===== config.mk =====
export PLATFORM = sky130hd
export DESIGN_NAME = lcd_hd44780_char_writer
export DESIGN_NICKNAME = d
export VERILOG_FILES = /design/src/rtl/lcd_hd44780_char_writer.sv
export SDC_FILE = /design/constraint.sdc
export NUM_CORES = 1
export LEC_CHECK = 0
export CELL_PAD_IN_SITES_DETAIL_PLACEMENT = 0
export CELL_PAD_IN_SITES_GLOBAL_PLACEMENT = 1
export CORE_MARGIN = 2
export CORE_UTILIZATION = 40
export DETAILED_ROUTE_END_ITERATION = 16
export DONT_BUFFER_PORTS = 1
export PLACE_DENSITY = 0.81
export SLEW_MARGIN = 20
export SYNTH_ARGS = -nofsm -noshare
export SYNTH_HDL_FRONTEND = slang
export SYNTH_SLANG_ARGS = --single-unit

===== constraint.sdc =====
create_clock -name clk -period 4.65 [get_ports clk]
set_input_delay 0.6975 -clock clk [delete_from_list [all_inputs] [get_ports clk]]
set_output_delay 0.6975 -clock clk [all_outputs]
set_load 0.01 [all_outputs]

===== src/rtl/lcd_hd44780_char_writer.sv =====
// HD44780 4-bit write-only character writer: runs the power-up init sequence,
// then writes one character at a time at a given 32-position cursor address.
module lcd_hd44780_char_writer #(
    parameter int SETUP_CYC    = 4,
    parameter int E_PULSE_CYC  = 25,
    parameter int NIB_GAP_CYC  = 50,
    parameter int CMD_WAIT_CYC = 2500,
    parameter int CLR_WAIT_CYC = 100000,
    parameter int PWRUP_CYC    = 2500000,
    parameter int INIT1_CYC    = 205000,
    parameter int INIT2_CYC    = 5000
) (
    input  logic       clk,
    input  logic       rst,
    input  logic [7:0] char_data,
    input  logic [4:0] cursor_pos,
    input  logic       write_enable,
    output logic       ready,
    output logic       lcd_rs,
    output logic       lcd_e,
    output logic [3:0] lcd_db
);

    function automatic int max_of(input int a, input int b);
        return (a > b) ? a : b;
    endfunction

    localparam int MAX_CYC = max_of(max_of(max_of(SETUP_CYC, E_PULSE_CYC), max_of(NIB_GAP_CYC, CMD_WAIT_CYC)),
                                    max_of(max_of(CLR_WAIT_CYC, PWRUP_CYC), max_of(INIT1_CYC, INIT2_CYC)));
    localparam int CNT_W = $clog2(MAX_CYC + 1);

    typedef enum logic [2:0] {S_PWRUP, S_INIT_NIB, S_INIT_BYTE, S_IDLE, S_WR_ADDR, S_WR_DATA} state_t;
    typedef enum logic [1:0] {P_SETUP, P_E_HIGH, P_GAP, P_WAIT} phase_t;

    state_t           state_reg;
    phase_t           phase_reg;
    logic [CNT_W-1:0] cnt_reg;
    logic [1:0]       step_reg;
    logic             hi_nib_reg;
    logic [7:0]       byte_reg;
    logic [7:0]       char_reg;
    logic             ready_reg;
    logic             rs_reg;
    logic             e_reg;
    logic [3:0]       db_reg;
    logic [7:0]       init_next;

    function automatic logic [7:0] init_byte(input logic [1:0] idx);
        case (idx)
            2'd0:    return 8'h28;
            2'd1:    return 8'h0C;
            2'd2:    return 8'h01;
            default: return 8'h06;
        endcase
    endfunction

    // Post-transfer wait for the nibble/byte that was just sent (loaded as count-1).
    function automatic logic [CNT_W-1:0] wait_cyc(input state_t s, input logic [1:0] step);
        int w;
        w = CMD_WAIT_CYC;
        if (s == S_INIT_NIB && step == 2'd0)
            w = INIT1_CYC;
        else if (s == S_INIT_NIB && step == 2'd1)
            w = INIT2_CYC;
        else if (s == S_INIT_BYTE && step == 2'd2)
            w = CLR_WAIT_CYC;
        return CNT_W'(w - 1);
    endfunction

    always_comb begin
        init_next = init_byte((state_reg == S_INIT_NIB) ? 2'd0 : step_reg + 2'd1);
    end

    always_ff @(posedge clk) begin
        if (rst) begin
            state_reg  <= S_PWRUP;
            phase_reg  <= P_WAIT;
            cnt_reg    <= CNT_W'(PWRUP_CYC - 1);
            step_reg   <= 2'd0;
            hi_nib_reg <= 1'b0;
            byte_reg   <= 8'h00;
            char_reg   <= 8'h00;
            ready_reg  <= 1'b0;
            rs_reg     <= 1'b0;
            e_reg      <= 1'b0;
            db_reg     <= 4'h0;
        end else begin
            case (state_reg)
                S_PWRUP: begin
                    if (cnt_reg == '0) begin
                        state_reg  <= S_INIT_NIB;
                        step_reg   <= 2'd0;
                        hi_nib_reg <= 1'b0;
                        rs_reg     <= 1'b0;
                        db_reg     <= 4'h3;
                        phase_reg  <= P_SETUP;
                        cnt_reg    <= CNT_W'(SETUP_CYC - 1);
                    end else begin
                        cnt_reg <= cnt_reg - 1'b1;
                    end
                end
                S_IDLE: begin
                    if (write_enable) begin
                        ready_reg  <= 1'b0;
                        char_reg   <= char_data;
                        byte_reg   <= {1'b1, cursor_pos[4], 2'b00, cursor_pos[3:0]};
                        state_reg  <= S_WR_ADDR;
                        hi_nib_reg <= 1'b1;
                        rs_reg     <= 1'b0;
                        db_reg     <= {1'b1, cursor_pos[4], 2'b00};
                        phase_reg  <= P_SETUP;
                        cnt_reg    <= CNT_W'(SETUP_CYC - 1);
                    end
                end
                default: begin
                    if (cnt_reg != '0) begin
                        cnt_reg <= cnt_reg - 1'b1;
                    end else begin
                        case (phase_reg)
                            P_SETUP: begin
                                e_reg     <= 1'b1;
                                phase_reg <= P_E_HIGH;
                                cnt_reg   <= CNT_W'(E_PULSE_CYC - 1);
                            end
                            P_E_HIGH: begin
                                e_reg     <= 1'b0;
                                phase_reg <= P_GAP;
                                cnt_reg   <= CNT_W'(NIB_GAP_CYC - 1);
                            end
                            P_GAP: begin
                                if (hi_nib_reg) begin
                                    hi_nib_reg <= 1'b0;
                                    db_reg     <= byte_reg[3:0];
                                    phase_reg  <= P_SETUP;
                                    cnt_reg    <= CNT_W'(SETUP_CYC - 1);
                                end else begin
                                    phase_reg <= P_WAIT;
                                    cnt_reg   <= wait_cyc(state_reg, step_reg);
                                end
                            end
                            default: begin
                                // Post-wait finished: start the next item of the sequence.
                                phase_reg <= P_SETUP;
                                cnt_reg   <= CNT_W'(SETUP_CYC - 1);
                                case (state_reg)
                                    S_INIT_NIB: begin
                                        if (step_reg == 2'd3) begin
                                            state_reg  <= S_INIT_BYTE;
                                            step_reg   <= 2'd0;
                                            byte_reg   <= init_next;
                                            db_reg     <= init_next[7:4];
                                            hi_nib_reg <= 1'b1;
                                        end else begin
                                            step_reg <= step_reg + 2'd1;
                                            db_reg   <= (step_reg == 2'd2) ? 4'h2 : 4'h3;
                                        end
                                    end
                                    S_INIT_BYTE: begin
                                        if (step_reg == 2'd3) begin
                                            state_reg <= S_IDLE;
                                            ready_reg <= 1'b1;
                                            rs_reg    <= 1'b0;
                                            db_reg    <= 4'h0;
                                        end else begin
                                            step_reg   <= step_reg + 2'd1;
                                            byte_reg   <= init_next;
                                            db_reg     <= init_next[7:4];
                                            hi_nib_reg <= 1'b1;
                                        end
                                    end
                                    S_WR_ADDR: begin
                                        state_reg  <= S_WR_DATA;
                                        rs_reg     <= 1'b1;
                                        byte_reg   <= char_reg;
                                        db_reg     <= char_reg[7:4];
                                        hi_nib_reg <= 1'b1;
                                    end
                                    default: begin
                                        state_reg <= S_IDLE;
                                        ready_reg <= 1'b1;
                                        rs_reg    <= 1'b0;
                                        db_reg    <= 4'h0;
                                    end
                                endcase
                            end
                        endcase
                    end
                end
            endcase
        end
    end

    assign ready  = ready_reg;
    assign lcd_rs = rs_reg;
    assign lcd_e  = e_reg;
    assign lcd_db = db_reg;

endmodule

Yosys cells after proc, flatten, opt, wreduce, memory -nomap -nowiden
Cells that the tools add are included.
{"block": "word_totals", "elab_cells": 148, "regBits": 49, "in_bits": 16}
{"block": "classes", "mux": 72, "eq_ne": 31, "n_reduce_logical": 27, "bitwise": 4, "add_sub_neg": 3}
{"cell": "$mux 22", "n": 9}
{"cell": "$pmux 22 s3", "n": 1}
{"cell": "$pmux 22 s2", "n": 1}
{"cell": "$mux 4", "n": 9}
{"cell": "$mux 17", "n": 2}
{"cell": "$pmux 4 s2", "n": 3}
{"cell": "$pmux 4 s3", "n": 2}
{"cell": "$reduce_and 6->1", "n": 4}
{"cell": "$logic_not 22->1", "n": 1}
{"cell": "$mux 2", "n": 11}
{"cell": "$reduce_bool 22->1", "n": 1}
{"cell": "$sub 22x1->22 const B", "n": 1}
{"cell": "$sub 22x2->22 const B", "n": 1}
{"cell": "$mux 18", "n": 1}
{"cell": "$mux 3", "n": 6}
{"cell": "$ne 3x1->1 const B", "n": 6}
{"cell": "$pmux 6 s3", "n": 1}
{"cell": "$reduce_and 7->1", "n": 2}
{"cell": "$mux 1", "n": 12}
{"cell": "$pmux 1 s2", "n": 6}
{"cell": "$pmux 2 s2", "n": 3}
{"cell": "$ne 2x1->1 const B", "n": 5}
{"cell": "$pmux 3 s3", "n": 1}
{"cell": "$eq 2x2->1 const B", "n": 4}
{"cell": "27 further kinds", "n": 44}

Longest topological paths before layout
{"block": "logic_depth", "word_depth": 15, "mapped_depth": 10, "mapped_depth_nobuf": 10}

Least setup slack after synthesis
Ideal clock, no wire load.
{"block": "synth_timing", "path_type": "register to register", "from": "register cnt_reg[0]", "to": "register phase_reg[1]", "stages_incl_launch_ff": 9, "period_less_slack_ns": 2.496, "arrival_time_ns": 2.376, "n_path_buf": 1, "path_slack_ns": 2.154, "required_ns": 4.530, "path_cell_list": "dfxtp_1 inv_1 ha_1 or4b_1 or4_1 buf_6 o31ai_4 o31ai_1 a211o_1"}
{"block": "synth_via", "elab_chain_cells": 3}
{"element": "start, declared", "line": "37", "text": "logic [CNT_W-1:0] cnt_reg;"}
{"element": "start signal, assigned", "line": "78", "text": "cnt_reg <= CNT_W'(PWRUP_CYC - 1);"}
{"element": "start signal, assigned", "line": "97", "text": "cnt_reg <= CNT_W'(SETUP_CYC - 1);"}
{"element": "start signal, assigned", "line": "99", "text": "cnt_reg <= cnt_reg - 1'b1;"}
{"element": "$reduce_bool 22->1 / $logic_not 22->1 (equally long branches)", "line": "116, 90"}
{"element": "$ne 3x1->1 (no source line) / $ne 2x2->1 (equally long branches)"}
{"element": "$reduce_and 3->1 (no source line) *"}
{"element": "end signal, assigned", "line": "111", "text": "phase_reg <= P_SETUP;"}
{"element": "end signal, assigned", "line": "122", "text": "phase_reg <= P_E_HIGH;"}
{"element": "end signal, assigned", "line": "127", "text": "phase_reg <= P_GAP;"}
{"element": "end, declared", "line": "36", "text": "phase_t phase_reg;"}
Every way passes the cells marked *; elsewhere a longest branch is shown, timed or not.
A chain may end at the register's enable or synchronous reset.

Final worst setup path
{"block": "layout_timing", "from": "register state_reg[0]", "to": "register cnt_reg[5]"}
{"block": "layout_via", "elab_chain_cells": 15}
{"element": "start, declared", "line": "35", "text": "state_t state_reg;"}
{"element": "start signal, assigned", "line": "76", "text": "state_reg <= S_PWRUP;"}
{"element": "start signal, assigned", "line": "91", "text": "state_reg <= S_INIT_NIB;"}
{"element": "start signal, assigned", "line": "107", "text": "state_reg <= S_WR_ADDR;"}
{"element": "$eq 3x2->1", "line": "65", "text": "else if (s == S_INIT_BYTE && step == 2'd2)"}
{"element": "$logic_and 1x1->1", "line": "65"}
{"element": "$mux 17", "line": "65"}
{"element": "$mux 17", "line": "63", "text": "else if (s == S_INIT_NIB && step == 2'd1)"}
{"element": "$mux 18", "line": "61", "text": "if (s == S_INIT_NIB && step == 2'd0)"}
{"element": "$mux 22", "line": "131", "text": "if (hi_nib_reg) begin"}
{"element": "$mux 22", "line": "119", "text": "case (phase_reg)"}
{"element": "$mux 22", "line": "116", "text": "if (cnt_reg != '0) begin"}
{"element": "$mux 22", "line": "88", "text": "case (state_reg)"}
{"element": "$mux 22", "line": "75", "text": "if (rst) begin"}
{"element": "$sub 22x2->22", "line": "67", "text": "return CNT_W'(w - 1);"}
{"element": "$mux 22", "line": "131"}
{"element": "$pmux 22 s3", "line": "119"}
{"element": "$mux 22", "line": "116"}
{"element": "$pmux 22 s2", "line": "88"}
{"element": "end signal, assigned", "line": "117", "text": "cnt_reg <= cnt_reg - 1'b1;"}
{"element": "end signal, assigned", "line": "123", "text": "cnt_reg <= CNT_W'(E_PULSE_CYC - 1);"}
{"element": "end signal, assigned", "line": "135", "text": "cnt_reg <= CNT_W'(SETUP_CYC - 1);"}
Several ways; a longest one is shown, not always the timed one. The select of a mux whose other input is x is not followed.

==> impl_results.md <==
- Global route overflow: 0
- Status: completed
- Hold Crit Class: in2reg
- Die width: 92.52 um
- I/O pins: 23
- Max IR drop VDD: 0.1405 mV
- Total setup buffers inserted after CTS: 0
- Layout Cells excl Fill: 483
- Crit-path max cell delay: 1000 ps
- Pre-antenna DRT Iters: 5
- GRT Overall Usage: 20.69%
- Critical Path Stages: 7
- CP max-delay cell: dfxtp_1
- Clk_lat worst skew: 310 ps
- Multi-input gate area: 2016 um^2
- Final Max Slew Viols: 0
- Ys async rst share: 0%
- Ant diodes: 0
- #FFs+latches synth: 49
- Logic pwr share: 1.7%
- Hold Path Depth: 1
- PortBufs: 0
- Post-Synthesis Cells: 397
- Fin crit period: 2993 ps
- MaxCap Viol Count: 0
- Reg2reg start: state_reg[0]$_SDFFE_PP0P_
- Sequential cell area: 980.9 um^2
- Least-Margin Pin Slew: ~1000 ps
- F_max: 334.1 MHz
- Reg power frac: between 50 and 60%
- Most common flop cell mapped by yosys: dfxtp_1
- Worst Setup Start Kind: flip-flop
- Net Sw Power: 0.1614 mW
- Largest cells by area after synthesis: dfxtp_1 (31%), a21oi_1 (5.1%), nor2_1 (4.8%)
- Yosys cell types: 73
- R2R Setup Slk: roughly 1700 ps
- Post_cts resized: 0
- WHS Endpoint: lcd_db[3]$_SDFFE_PP0P_
- Via Count: 2964
- CTS sink cnt: 49
- RSZ-0062 raised after global routing: no
- Worst path top cell family by delay: simple AND/OR/NAND/NOR gates
- Drt drc: 0
- Total CTS buffers: 5
- Largest net degree at the start of global routing: 38
- Yosys top cell area share: 31.30%
- Htree depth: 2
- Clock slew at the register clock pins of the worst setup and hold paths: 100 ps
- Final Hold Viols: 0
- Final setup violation count: 0
- Worst r2r path cells: 7
- Placed cell count: 475
- Min-delay src: rst
- Synth Warn #: 0
- Clock Skew: approximately 12 ps
- Part of the power in the clock network: 42.8%
- Antenna violations before repair: 0
- Hold slack: 448.0 ps
- Internal power: between 0.6 and 0.7 mW
- Die area: 8560 um^2
- Syn-to-layout area delta: 5.429%
- Most frequent cells after synthesis: dfxtp_1 (49), nor2_1 (40), a21oi_1 (32), nand2_1 (32), clkbuf_1 (25)
- CTS tree: done
- First-pass GRT wire length: 14.14 mm
- Iteration-0 DRC Markers: roughly 230
- Sw frac: 21.15%
- Slew headroom: 32.62%
- Post-synthesis sequential area ratio: a little under a third
- PwrDens: 231.0 nW/um^2
- # fillers: approximately 780
- Row count: 32
- Count leader, synth: dfxtp_1
- Tcrit/Tclk final: between 60 and 70%
- Routed length per instance: approximately 18 um
- Die height: 92.52 um
- Core Area: around 7600 um^2
- Worst-path fanout max: 33
- CP cell instances: nor2b_1 -> nor2b_1 -> o21ai_0 -> ha_1 -> ha_1 -> or4_1 -> o211ai_1
- Nets: slightly above 400
- Max reg flops: 22
- Avg Synthesized Cell Area: slightly below 8 um^2
- Post-DP HPWL: just over 6 mm
- CP Class: reg2reg
- Arrival time at the worst endpoint: 3230 ps
- DR vias/cell: roughly 6
- Synthesized area: between 3000 and 4000 um^2
- Clock buffer depth: 2
- Dominant cell type by area after synthesis: dfxtp_1
- Syn nets: 420
- Post-DRT Antenna Nets: 0
- RD Place Congestion: between 0.8 and 0.9
- Static Leakage: 1.035 nW
- CTS root buf: clkbuf_8
- Number of synthesized flops with an enable pin: 0
- CTS Hold Buffers Added: 0
- R2R Path End: cnt_reg[5]$_SDFFE_PP0P_
- Power, Total: around 0.76 mW
- Initial Util: between 40 and 50%
- Required @ worst endpoint: between 4000 and 5000 ps
- Endpoint class of the critical path: flip-flop
- Layout cells sized above 1: 7.874%
- Vias in the first global route: 2772
- Setup TNS: 0 ps
- Total wire length: 8.609 mm
- Crit path buffers/inverters: 0
[how the worst max path moves through the flow]
| stage | start | end |
|---|---|---|
| floorplan | cnt_reg[0]$_SDFFE_PP1P_ | phase_reg[1]$_SDFFE_PP1P_ |
| global placement | state_reg[0]$_SDFFE_PP0P_ | cnt_reg[5]$_SDFFE_PP0P_ |
| detailed placement | state_reg[0]$_SDFFE_PP0P_ | cnt_reg[5]$_SDFFE_PP0P_ |
| CTS | state_reg[0]$_SDFFE_PP0P_ | cnt_reg[5]$_SDFFE_PP0P_ |
| global route | state_reg[0]$_SDFFE_PP0P_ | cnt_reg[5]$_SDFFE_PP0P_ |
| finish | state_reg[0]$_SDFFE_PP0P_ | cnt_reg[5]$_SDFFE_PP0P_ |
[layout by cell type, fill, tap and decap left out, types with 6 or more instances in the layout]
master,n
dfxtp_1,49
nor2_1,40
a21oi_1,32
nand2_1,32
o21ai_0,22
nor3_1,17
nand3_1,14
nor4_1,8
inv_1,7
nand3b_1,7
ha_1,7
or4_1,6
nor2b_1,6
a31oi_1,6
xor2_1,6
clkbuf_8,6
[area by class of cell]
class | count | area share [%]
clock buffers | 6 | 2.499
flip-flops and latches | 49 | 29.69
well taps | 102 | 3.862
repair buffers | 4 | 0.9087
clock inverters | 2 | 1.136
multi-input cells | 312 | 61.00
inverters | 8 | 0.9087
[power by group through the flow]
| stage | Combinational (mW) | Sequential, mW | Clock, mW |
|---|---|---|---|
| 2_1_floorplan | 0.0138 | 0.433 | 0 |
| 5_1_grt | 0.0149 | 0.424 | 0.353 |
| 3_3_place_gp | 0.0128 | 0.433 | 0 |
| 6_report | 0.0127 | 0.424 | 0.327 |
| 4_1_cts | 0.0128 | 0.424 | 0.333 |
| 3_5_place_dp | 0.0127 | 0.434 | 0 |
[stage by stage]
stage | worst slack [ps] | instance area, um^2 | utilization [%]
4_1_cts | 1695 | 3304 | 43.21
3_5_place_dp | 1718 | 3184 | 41.64
5_1_grt | 1470 | 3304 | 43.21
6_report | 1657 | 3304 | 43.21
2_1_floorplan | 2154 | 3134 | -
3_3_place_gp | 1725 | 3184 | 41.64
[logic make-up after synthesis]
family	Yosys count	share of synthesized area (%)
XOR/XNOR	10	2.794
multiplexers	2	0.6387
AND/OR/NAND/NOR	172	30.54
buffers and inverters	36	4.591
flip-flops	49	31.30
adder cells (fa/ha/maj)	7	2.794
AO/OA/AOI/OAI	121	27.35
[per-layer routing]
| metal | share of wire [%] | track usage (%) |
|---|---|---|
| met1 | 44 | 28.15 |
| met2 | 47 | 33.09 |
| met3 | 5.8 | 3.092 |
| met4 | 3.2 | 7.836 |
| met5 | 0 | 0 |
(Power assumes the default switching activity.)
